## config.mk

```make
export PLATFORM = sky130hd
export DESIGN_NAME = mem_stage_sram_ctrl_flat
export DESIGN_NICKNAME = d
export VERILOG_FILES = /design/src/rtl/mem_stage_sram_ctrl_if.sv /design/src/rtl/mem_stage_sram_ctrl.sv /design/src/flat_wrapper.sv
export SDC_FILE = /design/constraint.sdc
export NUM_CORES = 1
export LEC_CHECK = 0
export ABC_CLOCK_PERIOD_IN_PS = 2100
export CAP_MARGIN = 20
export CORE_MARGIN = 2
export CORE_UTILIZATION = 46
export DETAILED_ROUTE_END_ITERATION = 6
export GPL_TIMING_DRIVEN = 0
export PLACE_DENSITY = 0.83
export SLEW_MARGIN = 25
export SYNTH_ARGS = -nofsm -noshare
export SYNTH_HDL_FRONTEND = slang
export SYNTH_SLANG_ARGS = --single-unit
```

## constraint.sdc

```tcl
create_clock -name clk -period 2.1 [get_ports clk]
set_input_delay 0.315 -clock clk [delete_from_list [all_inputs] [get_ports clk]]
set_output_delay 0.315 -clock clk [all_outputs]
set_load 0.1 [all_outputs]
```

## src/rtl/mem_stage_sram_ctrl_if.sv

```systemverilog
// Pipeline-side bundle between EXE/MEM, the data-memory controller and MEM/WB.
// The master is the pipeline (request side), the slave is the SRAM controller.
interface mem_stage_sram_ctrl_if;
  logic        mem_r_en;
  logic        mem_w_en;
  logic [31:0] addr;
  logic [31:0] wdata;
  logic [31:0] mem_read_value;
  logic        ready;
  logic        align_err;

  modport master (
    output mem_r_en, mem_w_en, addr, wdata,
    input  mem_read_value, ready, align_err
  );

  modport slave (
    input  mem_r_en, mem_w_en, addr, wdata,
    output mem_read_value, ready, align_err
  );
endinterface

```

## src/rtl/mem_stage_sram_ctrl.sv

```systemverilog
// MEM-stage controller: each 32-bit load/store becomes two fixed-wait 16-bit SRAM transfers.
// Optional feature macro: MEM_ALIGN_CHECK_EN (misaligned requests finish at once with align_err).
module mem_stage_sram_ctrl #(
  parameter int ADDR_BASE   = 1024,
  parameter int SRAM_AW     = 18,
  parameter int WAIT_CYCLES = 5
) (
  input  logic                 clk,
  input  logic                 rst,
  mem_stage_sram_ctrl_if.slave bus,
  output logic [SRAM_AW-1:0]   sram_addr,
  output logic [15:0]          sram_wdata,
  output logic                 sram_we_n,
  input  logic [15:0]          sram_rdata
);

  typedef enum logic [1:0] {IDLE, LOW, HIGH, DONE} state_t;

  localparam logic [31:0] BASE       = 32'(ADDR_BASE);
  localparam logic [3:0]  LAST_COUNT = 4'(WAIT_CYCLES - 1);

  state_t             state;
  logic [3:0]         count;
  logic               op_write;
  logic [15:0]        wdata_hi;
  logic [15:0]        low_half;
  logic [31:0]        read_value;
  logic               request;
  logic [31:0]        word_offset;
  logic [SRAM_AW-2:0] word_idx;
  logic               unused_bits;

  assign request = bus.mem_r_en | bus.mem_w_en;

  // Low address bits are dropped first so an unchecked misaligned access is word-truncated.
  assign word_offset = {bus.addr[31:2], 2'b00} - BASE;
  assign word_idx    = word_offset[SRAM_AW:2];
  assign unused_bits = ^{word_offset[31:SRAM_AW+1], word_offset[1:0], bus.addr[1:0]};

  assign bus.ready          = (state == DONE) | ((state == IDLE) & ~request);
  assign bus.mem_read_value = read_value;

`ifdef MEM_ALIGN_CHECK_EN
  logic align_err_q;
  assign bus.align_err = align_err_q;
`else
  assign bus.align_err = 1'b0;
`endif

  always_ff @(posedge clk or negedge rst) begin
    if (!rst) begin
      state      <= IDLE;
      count      <= '0;
      op_write   <= 1'b0;
      wdata_hi   <= '0;
      low_half   <= '0;
      read_value <= '0;
      sram_addr  <= '0;
      sram_wdata <= '0;
      sram_we_n  <= 1'b1;
`ifdef MEM_ALIGN_CHECK_EN
      align_err_q <= 1'b0;
`endif
    end else begin
      case (state)
        IDLE: begin
          if (request) begin
            op_write <= bus.mem_w_en;
            wdata_hi <= bus.wdata[31:16];
            count    <= '0;
`ifdef MEM_ALIGN_CHECK_EN
            if (bus.addr[1:0] != 2'b00) begin
              state       <= DONE;
              align_err_q <= 1'b1;
              if (!bus.mem_w_en) read_value <= '0;
            end else
`endif
            begin
              state     <= LOW;
              sram_addr <= {word_idx, 1'b0};
              sram_we_n <= ~bus.mem_w_en;
              if (bus.mem_w_en) sram_wdata <= bus.wdata[15:0];
            end
          end
        end

        LOW: begin
          if (count == LAST_COUNT) begin
            count        <= '0;
            state        <= HIGH;
            sram_addr[0] <= 1'b1;
            if (op_write) sram_wdata <= wdata_hi;
            else          low_half   <= sram_rdata;
          end else begin
            count <= count + 4'd1;
          end
        end

        HIGH: begin
          if (count == LAST_COUNT) begin
            count     <= '0;
            state     <= DONE;
            sram_we_n <= 1'b1;
            if (!op_write) read_value <= {sram_rdata, low_half};
          end else begin
            count <= count + 4'd1;
          end
        end

        DONE: begin
          state <= IDLE;
`ifdef MEM_ALIGN_CHECK_EN
          align_err_q <= 1'b0;
`endif
        end

        default: state <= IDLE;
      endcase
    end
  end

endmodule

```

## src/flat_wrapper.sv

```systemverilog
// flat-port wrapper written by rule: the top's interface ports become plain ports
module mem_stage_sram_ctrl_flat 
#(
  parameter int ADDR_BASE   = 1024,
  parameter int SRAM_AW     = 18,
  parameter int WAIT_CYCLES = 5
)
  (clk, rst, sram_addr, sram_wdata, sram_we_n, sram_rdata, bus_mem_r_en, bus_mem_w_en, bus_addr, bus_wdata, bus_mem_read_value, bus_ready, bus_align_err);
  mem_stage_sram_ctrl_if bus_i ();
  input  logic clk;
  input  logic rst;
  output logic [SRAM_AW-1:0] sram_addr;
  output logic [15:0] sram_wdata;
  output logic sram_we_n;
  input  logic [15:0] sram_rdata;
  input wire logic [$bits(bus_i.mem_r_en)-1:0] bus_mem_r_en;
  input wire logic [$bits(bus_i.mem_w_en)-1:0] bus_mem_w_en;
  input wire logic [$bits(bus_i.addr)-1:0] bus_addr;
  input wire logic [$bits(bus_i.wdata)-1:0] bus_wdata;
  output wire logic [$bits(bus_i.mem_read_value)-1:0] bus_mem_read_value;
  output wire logic [$bits(bus_i.ready)-1:0] bus_ready;
  output wire logic [$bits(bus_i.align_err)-1:0] bus_align_err;
  assign bus_i.mem_r_en = bus_mem_r_en;
  assign bus_i.mem_w_en = bus_mem_w_en;
  assign bus_i.addr = bus_addr;
  assign bus_i.wdata = bus_wdata;
  assign bus_mem_read_value = bus_i.mem_read_value;
  assign bus_ready = bus_i.ready;
  assign bus_align_err = bus_i.align_err;
  mem_stage_sram_ctrl #(.ADDR_BASE(ADDR_BASE), .SRAM_AW(SRAM_AW), .WAIT_CYCLES(WAIT_CYCLES)) u_core (.clk(clk), .rst(rst), .bus(bus_i), .sram_addr(sram_addr), .sram_wdata(sram_wdata), .sram_we_n(sram_we_n), .sram_rdata(sram_rdata));
endmodule
```

==> flow_summary.ini <==
[die]
row_count = 36
core-area_um2 = 9640
die_y_um = 103
die_w_um = 103
pin_count = 153
die-area_um2 = 10600
initial_core_util = 0.467

[critical_path]
rr_worst_depth = 7
cp_slowest_cell = dfrtp_1
end_kind = primary output
crit_chain = inv_2 > ha_4 > buf_6 > or3b_4 > nand2b_4 > buf_12
critPathKind = reg -> out
crit_path_start_kind = flip-flop
required_ns = 1.78
cp_max_fo = 8
max_stage_delay_ns = 0.43
crit_arrival_ns = 1.83

[synth]
synthTopCellsByArea = dfrtp_1 58%, mux2_2 9.5%, nand2_1 6.4%
syn_area_um2 = 4500
synthArstFlopShare = 1.00
yosys.area.top_type = dfrtp_1
synth.area.mux_share = 0.125
yosysSeqAreaShare = 0.590
synthFlopType = dfrtp_1
avgSynthCellArea_um2 = 12.3
synth-xor-area-share = 0.00389
yosys.area.top_type_share = 0.584
synth-compound-area-share = 0.0892
synth-simple-area-share = 0.137
synth_nets = 459
yosys_warnings = 0
synth_fa_ha_area_frac = 0.0222
netlist_instances = 367
synth_edf_count = 0
synth-seq-cells = 106
yosysUniqueCellTypes = 45
synth_top_family_by_area = simple AND/OR/NAND/NOR gates

[global_route]
gr-usage-all-layers = 0.197
grt_pass1_wl_um = 16300
antenna_found_initial = 0
overflow = 0
grt_util_met1 = 0.263
top_usage_layer = met2
grt_pass1_vias = 3397
met3_usage = 0.0292
grt_max_degree = 76
use_met2 = 0.330

[sta]
rsz0062_at_grt = yes
clock_skew_ns = 0.0111
slew_violations = 0
fin_crit_ns = 2.14
hold_viol_final = 0
worst_pin_slew_ns = 1.01
fin_ws_ns = -0.0412
slew_headroom = 0.331
finalSetupViolCount = 1
max_freq_mhz = 467
fin_crit_sh = 1.02

[routing]
route.vias.total = 3383
drc = 0
firstDrtPassIters = 4
wl_per_cell_um = 15.7
drt_iter0_markers = 95
vias_per_cell = 5.07
drtAntennaViolNets = 0
routed_wl_um = 10400

[placement]
dp_hpwl_um = 7670
dp_worst_setup_slack_ns = -0.749
port_buffers = 135
routabilityCongestion = 0.827

[worst_hold_path]
hold_class = in -> reg
min_path_cells = 3

[cells_and_area]
n_fill_cell = 775
nets = 621
drive_gt1_frac = 0.213
area_growth_pct = 41.0
n_antenna_cell = 0
regArea_um2 = 2650
multi_input_area_um2 = 1740

[clocking]
clk_pin_slew_ns = 0.11
htreeDepth = 3
cts-root-buf = clkbuf_8
clk_latency_ns = 0.35
cts_tree = yes
clockBufferDepth = 2
cts_sinks = 106
cts_inserted_buffers = 9

[run_status]
failed_checks = setup timing
status = finished with violations

[job]
drv_cap = 0
critical path, delay by kind of cell (launching register included):
| kind | cells | cell delay (ns) |
|---|---|---|
| DFF | 1 | 0.43 |
| adders and majority gates | 1 | 0.14 |
| buffers and inverters | 3 | 0.39 |
| and+or+nand+nor | 2 | 0.51 |
flip-flops by register name (all words and copies together) (netlist names), 2 cells and up:
register / flops
u_core.sram_addr: 18
u_core.bus.mem_read_value: 32
u_core.count: 4
u_core.state: 2
u_core.low_half: 16
u_core.sram_wdata: 16
u_core.wdata_hi: 16
cells in the final DEF, fill, tap and decap left out, types with 2 or more instances in the layout:
cell type,synthesis,routed
nor2_1,8,8
buf_6,5,7
or3_1,4,4
nand3b_1,2,2
a21oi_1,2,2
inv_6,0,3
clkbuf_4,0,2
buf_2,5,2
nand2b_1,4,3
or2_2,16,16
a32o_1,3,3
nor3b_1,2,2
a31oi_1,5,5
clkbuf_8,0,9
buf_4,1,15
ha_1,8,5
ha_2,0,2
o221a_2,3,3
o21ai_0,10,10
inv_2,0,2
o221a_1,13,13
o31ai_1,4,4
inv_1,7,5
dfrtp_1,105,105
or4_1,3,3
mux2_1,12,12
dlygate4sd2_1,0,66
clkdlybuf4s50_1,0,66
nand2_1,77,77
xnor2_1,2,2
clkbuf_1,8,8
mux2_2,38,38
layer usage:
| layer | share of wire | vias to the layer above |
|---|---|---|
| met3 | 0.052 | 13 |
| met5 | 0 | - |
| li1 | - | 1602 |
| met1 | 0.43 | 1653 |
| met2 | 0.50 | 115 |
| met4 | 0.017 | 0 |
worst paths after layout:
| check | start | endpoint | slack (ns) |
|---|---|---|---|
| worst max-delay path | u_core.state[1] | bus_ready | -0.04 |
| worst min-delay path | bus_mem_w_en | u_core.op_write | 0.30 |
| worst max register to register | u_core.state[1] | u_core.sram_wdata[14] | 0.05 |
| worst min register to register | u_core.wdata_hi[6] | u_core.wdata_hi[6] | 0.49 |
| max in group asynchronous | rst | u_core.sram_we_n | 1.00 |
| min in group asynchronous | rst | u_core.bus.mem_read_value[0] | 0.39 |
stage by stage:
stage	hold slack, ns	instances	setup TNS (ns)	instance area, um2	utilization
detailed placement	0.210	636	-1.98	6050	0.628
floorplan	0.0194	367	0	4500	-
finish	0.296	667	-0.0412	6340	0.658
CTS	0.278	653	-0.0813	6210	0.645
global placement	0.459	635	-327.70	6020	0.625
global route	0.302	667	-0.185	6340	0.658
cells by family after synthesis:
family | count (synthesis)
AOI/OAI and AO/OA | 47
other | 1
muxes | 50
adders and majority gates | 8
xor gates and xnor gates | 2
and+or+nand+nor | 127
buffers and inverters | 26
DFF | 106
Yosys cell counts, types with 2 or more instances:
master	count
ha_1	8
mux2_2	38
buf_2	5
clkbuf_1	8
nand2_1	77
or2_2	16
xnor2_1	2
o21ai_0	10
o221a_1	13
buf_6	5
nor2_1	8
nand3b_1	2
or3_1	4
a31oi_1	5
inv_1	7
o221a_2	3
o31ai_1	4
a21oi_1	2
or4_1	3
dfrtp_1	105
mux2_1	12
nor3b_1	2
a32o_1	3
nand2b_1	4
area by class of cell:
cell class / instances / share of cell area
Inverter: 7 / 0.00414
Multi-Input combinational cell: 235 / 0.274
Tap cell: 133 / 0.0262
Buffer: 19 / 0.0205
Clock buffer: 9 / 0.0195
Sequential cell: 106 / 0.418
Clock inverter: 7 / 0.0134
Timing Repair Buffer: 151 / 0.224
what timing repair did:
action	CTS	global route
setup buffers	0	14
hold buffers	1	0
setup endpoints to repair	86	63
hold endpoints to repair	31	0
resized for setup	84	7
pin swaps	0	2
Power is not shown: default switching activity piles up to over one toggle a cycle in this logic, so the estimate is an artifact.
